--- src/rtl/program_loader_pkg.sv ---
// Shared definitions for the program loader: FSM state encoding,
// the default frame sync marker and the fixed header length.
package loader_pkg;

  typedef enum logic [3:0] {
    IDLE,
    IDX_LO,
    IDX_HI,
    CNT_LO,
    CNT_HI,
    DAT_LO,
    DAT_HI,
    WRITE,
    CHK
  } loader_state_t;

  localparam logic [7:0] DEFAULT_SYNC_BYTE = 8'hA5;

  // Header bytes following sync: index lo/hi, count lo/hi.
  localparam int HDR_LEN = 4;

endpackage

--- src/rtl/program_loader_if.sv ---
// Byte-stream input and CPU program-download port of the loader.
// master: the loader side; slave: the stream source / CPU side.
interface program_loader_if #(
  parameter int INDEX_W = 32
);

  logic [7:0]         byte_in;
  logic               byte_valid;
  logic               byte_ready;
  logic               download_program;
  logic [INDEX_W-1:0] instruction_index;
  logic [15:0]        program_in;
  logic               program_we;
  logic               done;
  logic               error;

  modport master (
    input  byte_in, byte_valid,
    output byte_ready, download_program, instruction_index, program_in,
           program_we, done, error
  );

  modport slave (
    output byte_in, byte_valid,
    input  byte_ready, download_program, instruction_index, program_in,
           program_we, done, error
  );

endinterface

--- src/rtl/program_loader.sv ---
// Program loader: parses SYNC, index, count and little-endian halfword
// payload from a byte stream and writes each halfword to the CPU
// download port, holding the CPU in download mode while the frame loads.
// Optional trailing XOR checksum enabled by PROGRAM_LOADER_CHECKSUM_EN.
module program_loader
  import loader_pkg::*;
#(
  parameter logic [7:0] SYNC_BYTE = DEFAULT_SYNC_BYTE,
  parameter int         INDEX_W   = 32
) (
  input  logic              clk,
  input  logic              reset,
  program_loader_if.master  bus
);

  loader_state_t state, state_nxt;
  logic [15:0]   idx_q;
  logic [15:0]   cnt_q;
  logic [7:0]    lo_q;
  logic [7:0]    hi_q;
  logic          accept;
  logic          finish;
  logic          end_p0;
`ifdef PROGRAM_LOADER_CHECKSUM_EN
  logic [7:0]    csum_q;
  logic          fail;
`endif

  assign bus.byte_ready = !reset && (state != WRITE);
  assign accept         = bus.byte_valid && bus.byte_ready;

  // State register
  always_ff @(posedge clk) begin
    if (reset) state <= IDLE;
    else       state <= state_nxt;
  end

  // Next-state decode; finish flags a successfully completed frame
  always_comb begin
    state_nxt = state;
    finish    = 1'b0;
`ifdef PROGRAM_LOADER_CHECKSUM_EN
    fail      = 1'b0;
`endif
    case (state)
      IDLE:   if (accept && bus.byte_in == SYNC_BYTE) state_nxt = IDX_LO;
      IDX_LO: if (accept) state_nxt = IDX_HI;
      IDX_HI: if (accept) state_nxt = CNT_LO;
      CNT_LO: if (accept) state_nxt = CNT_HI;
      CNT_HI: begin
        if (accept) begin
          if ({bus.byte_in, cnt_q[7:0]} == 16'd0) begin
            state_nxt = IDLE;
            finish    = 1'b1;
          end else begin
            state_nxt = DAT_LO;
          end
        end
      end
      DAT_LO: if (accept) state_nxt = DAT_HI;
      DAT_HI: if (accept) state_nxt = WRITE;
      WRITE: begin
        if (cnt_q != 16'd1) begin
          state_nxt = DAT_LO;
        end else begin
`ifdef PROGRAM_LOADER_CHECKSUM_EN
          state_nxt = CHK;
`else
          state_nxt = IDLE;
          finish    = 1'b1;
`endif
        end
      end
`ifdef PROGRAM_LOADER_CHECKSUM_EN
      CHK: begin
        if (accept) begin
          state_nxt = IDLE;
          if (bus.byte_in == csum_q) finish = 1'b1;
          else                       fail   = 1'b1;
        end
      end
`endif
      default: state_nxt = IDLE;
    endcase
  end

  // Frame fields: header capture, payload bytes, index/count stepping
  always_ff @(posedge clk) begin
    if (reset) begin
      idx_q <= '0;
      cnt_q <= '0;
      lo_q  <= '0;
      hi_q  <= '0;
    end else if (state == WRITE) begin
      idx_q <= idx_q + 16'd1;
      cnt_q <= cnt_q - 16'd1;
    end else if (accept) begin
      case (state)
        IDX_LO:  idx_q[7:0]  <= bus.byte_in;
        IDX_HI:  idx_q[15:8] <= bus.byte_in;
        CNT_LO:  cnt_q[7:0]  <= bus.byte_in;
        CNT_HI:  cnt_q[15:8] <= bus.byte_in;
        DAT_LO:  lo_q        <= bus.byte_in;
        DAT_HI:  hi_q        <= bus.byte_in;
        default: ;
      endcase
    end
  end

  // Registered CPU port: write one cycle after WRITE, release one cycle after finish
  always_ff @(posedge clk) begin
    if (reset) begin
      bus.download_program  <= 1'b0;
      bus.instruction_index <= '0;
      bus.program_in        <= '0;
      bus.program_we        <= 1'b0;
      bus.done              <= 1'b0;
      end_p0                <= 1'b0;
    end else begin
      bus.program_we <= (state == WRITE);
      end_p0         <= finish;
      bus.done       <= end_p0;
      if (state == WRITE) begin
        bus.download_program  <= 1'b1;
        bus.program_in        <= {hi_q, lo_q};
        bus.instruction_index <= INDEX_W'(idx_q);
      end else if (end_p0) begin
        bus.download_program  <= 1'b0;
      end
    end
  end

`ifdef PROGRAM_LOADER_CHECKSUM_EN
  // Running XOR of header and payload bytes; sticky error on mismatch
  always_ff @(posedge clk) begin
    if (reset) begin
      csum_q    <= '0;
      bus.error <= 1'b0;
    end else if (accept) begin
      if (state == IDLE && bus.byte_in == SYNC_BYTE) begin
        csum_q    <= '0;
        bus.error <= 1'b0;
      end else if (state inside {IDX_LO, IDX_HI, CNT_LO, CNT_HI, DAT_LO, DAT_HI}) begin
        csum_q    <= csum_q ^ bus.byte_in;
      end
      if (fail) bus.error <= 1'b1;
    end
  end
`else
  assign bus.error = 1'b0;
`endif

endmodule

--- src/flat_wrapper.sv ---
// flat-port wrapper written by rule: the top's interface ports become plain ports
module program_loader_flat import loader_pkg::*;
#(
  parameter logic [7:0] SYNC_BYTE = DEFAULT_SYNC_BYTE,
  parameter int         INDEX_W   = 32
)
  (clk, reset, bus_byte_in, bus_byte_valid, bus_byte_ready, bus_download_program, bus_instruction_index, bus_program_in, bus_program_we, bus_done, bus_error);
  program_loader_if #(.INDEX_W(INDEX_W)) bus_i ();
  input  logic clk;
  input  logic reset;
  input wire logic [$bits(bus_i.byte_in)-1:0] bus_byte_in;
  input wire logic [$bits(bus_i.byte_valid)-1:0] bus_byte_valid;
  output wire logic [$bits(bus_i.byte_ready)-1:0] bus_byte_ready;
  output wire logic [$bits(bus_i.download_program)-1:0] bus_download_program;
  output wire logic [$bits(bus_i.instruction_index)-1:0] bus_instruction_index;
  output wire logic [$bits(bus_i.program_in)-1:0] bus_program_in;
  output wire logic [$bits(bus_i.program_we)-1:0] bus_program_we;
  output wire logic [$bits(bus_i.done)-1:0] bus_done;
  output wire logic [$bits(bus_i.error)-1:0] bus_error;
  assign bus_i.byte_in = bus_byte_in;
  assign bus_i.byte_valid = bus_byte_valid;
  assign bus_byte_ready = bus_i.byte_ready;
  assign bus_download_program = bus_i.download_program;
  assign bus_instruction_index = bus_i.instruction_index;
  assign bus_program_in = bus_i.program_in;
  assign bus_program_we = bus_i.program_we;
  assign bus_done = bus_i.done;
  assign bus_error = bus_i.error;
  program_loader #(.SYNC_BYTE(SYNC_BYTE), .INDEX_W(INDEX_W)) u_core (.clk(clk), .reset(reset), .bus(bus_i));
endmodule
--- config.mk ---
export PLATFORM = sky130hd
export DESIGN_NAME = program_loader_flat
export DESIGN_NICKNAME = d
export VERILOG_FILES = /design/src/rtl/program_loader_pkg.sv /design/src/rtl/program_loader_if.sv /design/src/rtl/program_loader.sv /design/src/flat_wrapper.sv
export SDC_FILE = /design/constraint.sdc
export NUM_CORES = 1
export LEC_CHECK = 0
export CAP_MARGIN = 10
export CORE_MARGIN = 2
export CORE_UTILIZATION = 35
export DETAILED_ROUTE_END_ITERATION = 16
export GPL_TIMING_DRIVEN = 0
export PLACE_DENSITY = 0.56
export SYNTH_ARGS = -nofsm -noshare
export SYNTH_HDL_FRONTEND = slang
export SYNTH_SLANG_ARGS = --single-unit
--- constraint.sdc ---
create_clock -name clk -period 5.65 [get_ports clk]
set_input_delay 1.695 -clock clk [delete_from_list [all_inputs] [get_ports clk]]
set_output_delay 1.695 -clock clk [all_outputs]
set_load 0.05 [all_outputs]
# After elaboration in Yosys (flattened, before gate mapping)
# Index checks and enable logic that the tools add are counted.
# W data, S select, Z words.
# word_totals
out_inout_bits,53
input_bits,11
mem_bits_rw,0
latch_bits,0
rom_bits,0
n_memories,0
regBits,88
# classes
n_reduce_logical,19
div_mod_pow,0
n_bitwise,1
add_sub_neg,2
n_mul,0
n_shift,0
muxes,24
n_lt_le_gt_ge,0
n_eq_ne,17
# ops
operator,n
$mux W16,4
$mux W8,4
$pmux W4 S8,1
$mux W4,7
$add A16 B1 Y16 const B,1
$eq A4 B3 Y1 const B,4
$logic_not A16 Y1,1
$ne A16 B1 Y1 const B,1
$sub A16 B1 Y16 const B,1
$ne A2 B1 Y1 const B,7
$reduce_bool A2 Y1,6
$eq A4 B2 Y1 const B,2
$eq A8 B8 Y1 const B,1
$reduce_and A2 Y1,4
$reduce_and A7 Y1,1
$mux W3,2
$reduce_and A3 Y1,2
$mux W1,5
$eq A4 B1 Y1 const B,1
$logic_not A4 Y1,1
$ne A4 B3 Y1 const B,1
$logic_and A1 B1 Y1,3
$pmux W1 S2,1
$logic_not A1 Y1,1
$not A1 Y1,1

# Depth between registers and ports, before layout
# logic_depth
ltp_word,6
mapped_depth,9

# Worst setup path before layout
# No wires, ideal clock.
# synth_timing
kind,in2out
start,input reset
end,output bus_byte_ready
arrival_time_ps,2956
slack_ps,999
required_ps,3955
cell_stages,4
cell_sequence,clkbuf_1 -> clkbuf_1 -> clkbuf_1 -> nor2_1
# synth_via
elab_chain_len,2
# synth_lines
item,line_no,source
start: declaration,flat_wrapper.sv:10,input logic reset;
$logic_not A1 Y1,program_loader.sv:29,assign bus.byte_ready = !reset && (state != WRITE);
$logic_and A1 B1 Y1,program_loader.sv:29,
end: declaration,flat_wrapper.sv:13,output wire logic [$bits(bus_i.byte_ready)-1:0] bus_byte_ready;
# No other way between the ends.

# Worst setup path in the final report
# Same ends and word-level chain as after synthesis.

==> impl_metrics.yaml <==
die:
  io_pins: 64
  die_x_um: 112
  start_util: 0.358
  die_h_um: 112
  num_rows: 39
  fp.coreArea_mm2: 0.0114
  die_area_mm2: 0.0126
setup_path:
  crit_type: "in -> out"
  rr_worst_depth: 8
  crit_required_ns: 3.95
  worstSetupStartpoint: "reset"
  regToRegEndpoint: "u_core.bus.instruction_index[14]"
  cp-start-kind: "primary input"
  arrival_ns: 3.82
  r2r_slack_ns: 3.01
  crit-reg2reg-launch: "u_core.state[1]"
  crit_path_max_fanout: 10
  critPathCaptureType: "output port"
min_path:
  hp-class: "reg -> reg"
  holdPathStages: 2
  hold_start: "u_core.bus.program_in[15]"
  hold_path_end: "u_core.bus.program_in[15]"
drt:
  drcViolationCount: 0
  dr.first_iter.drc_count: 342
  via_count: 4049
  drt_wl_total_um: 11900
  drt_pass1_iterations: 6
  wl_per_cell_um: 15.8
  ant_nets: 0
  avgViaCountPerCell: 5.36
synthesis:
  avgSynthCellArea_um2: 7.57
  syn_area_mm2: 0.00409
  synth_enable_flop_cells: 0
  ys_ff_latch: 87
  ys_seq_area_frac: 0.426
  synthFlopType: "dfxtp_1"
  synth_cell_type_count: 48
  synthCells: 540
  async_flop_share: 0
  yosysWarnings: 0
sta:
  whs_ns: 0.451
  finalCriticalPeriod_ns: 5.52
  relSlewSlack: 0.518
  hold_violations: 0
  max_freq_mhz: 181
  skew_ns: 0.0106
  tns_ns: 0
  finalSetupViolCount: 0
  period_share: 0.976
  worstMarginPinSlew_ns: 0.723
  setup_slack_ns: 0.134
  drv_slew: 0
  rsz0062_at_grt: "false"
cells_and_area:
  instances_no_fill: 755
  final_nets: 627
  synthToLayoutAreaGrowth_pct: 23.0
  layout.cells.most_common_list: "nand2_1 (110), dfxtp_1 (87), a21oi_1 (81)"
  drive_gt1_frac: 0.0654
  fin_area_mm2: 0.00503
  layout_commonest_cell: "nand2_1"
  num_antenna_cells: 0
  nFillCells: 1174
global_routing:
  grt_pass1_wl_um: 19600
  grtUsageTotal: 0.198
  antenna_found_initial: 0
  grt_overflow: 0
  grt_pass1_vias: 3720
  grt_max_degree: 14
placed_design:
  gp_congestion: 0.877
  hpwl_um: 8320
  post-place-ws_ns: -0.553
  dp.cells: 741
  placed_cell_area_mm2: 0.00475
  portBuffers: 42
clocking:
  htreeDepth: 3
  cts_sinks: 87
  post-cts-setup-buffers: 0
  cts_root_buf: "clkbuf_16"
  cts_buffer_depth: 2
  insertion_delay_ns: 0.35
  tritoncts: "yes"
  cts.clk_slew.worst_paths_ns: 0.06
  numCtsBuffers: 9
power_and_ir_drop:
  leakage_nw: 1.71
  ir_drop_mv: 0.166
  power_density_mw_per_mm2: 251
flow_run:
  max_cap_violations: 0
outcome:
  status: "complete, no violations"
==> cell usage after synthesis, types with 7 or more instances <==
cell type / count / area [um^2]
nand2_1: 110 / 413
dfxtp_1: 87 / 1740
a21oi_1: 81 / 405
nor2_1: 41 / 154
clkbuf_1: 32 / 120
nand3_1: 30 / 150
buf_4: 17 / 128
o21ai_0: 16 / 80.1
nor4_1: 10 / 62.6
a31oi_1: 9 / 56.3
nor3_1: 9 / 45.0
buf_1: 7 / 26.3
ha_1: 7 / 87.6
==> metal layers <==
layer / vias to the layer above / share of wire / GRT usage
met5: - / 0 / 0
met4: 0 / 0.018 / 0.0634
met3: 15 / 0.053 / 0.0367
met2: 115 / 0.46 / 0.323
met1: 1931 / 0.47 / 0.266
li1: 1988 / - / -
==> kinds of logic after synthesis <==
logic type / synth area share
AND/OR/NAND/NOR: 0.271
AO/OA/AOI/OAI: 0.199
flip-flops: 0.426
buffers and inverters: 0.0750
adder cells (fa/ha/maj): 0.0214
XOR/XNOR: 0.00429
other: 0.000917
multiplexers: 0.00245
==> stage by stage <==
stage / power, W / util
floorplan: 0.000677 / -
detailed placement: 0.000698 / 0.416
finish: 0.00126 / 0.440
global route: 0.00130 / 0.440
global placement: 0.000698 / 0.416
CTS: 0.00128 / 0.440
==> registers in the layout (all words and copies together) (netlist names), 3 cells and up <==
register / count
u_core.state: 3
u_core.bus.program_in: 16
u_core.cnt_q: 16
u_core.hi_q: 8
u_core.bus.instruction_index: 16
u_core.lo_q: 8
u_core.idx_q: 16
==> power by group <==
group | total, W | switching, W | internal [W]
clock network | 0.000579 | 0.000242 | 0.000337
logic | 0.0000714 | 0.0000549 | 0.0000166
registers | 0.000613 | 0.0000000347 | 0.000613
==> worst max path at each step <==
| stage | cells past startpoint | to |
|---|---|---|
| final | 6 | bus_byte_ready |
| after global routing | 6 | bus_byte_ready |
| after CTS | 6 | bus_byte_ready |
| after detailed placement | 6 | bus_byte_ready |
| after global placement | 6 | bus_byte_ready |
| after floorplan | 4 | bus_byte_ready |
==> worst max-delay path, cell delays in order <==
cell and delay (ns):
clkdlybuf4s50_1 0.54, clkbuf_1 0.36, clkbuf_2 0.32, clkbuf_2 0.36, nor2_1 0.09, dlygate4sd2_1 0.44
==> final cells by class <==
cell class / count / area, um^2 / area share
plain buffers: 58 / 287 / 0.0570
clock inverters: 4 / 48.8 / 0.00971
inverters: 6 / 22.5 / 0.00448
well taps: 143 / 179 / 0.0356
clock buffers: 10 / 229 / 0.0456
repair buffers: 42 / 419 / 0.0834
flip-flops and latches: 87 / 1740 / 0.347
multi-input cells: 405 / 2100 / 0.418
==> repair_timing <==
item | 4_1_cts | 5_1_grt
gates resized for setup | 3 | 0
endpoints found under the setup margin | 1 | 0
hold buffers | 0 | 0
Power figures use the tool's default switching activity.
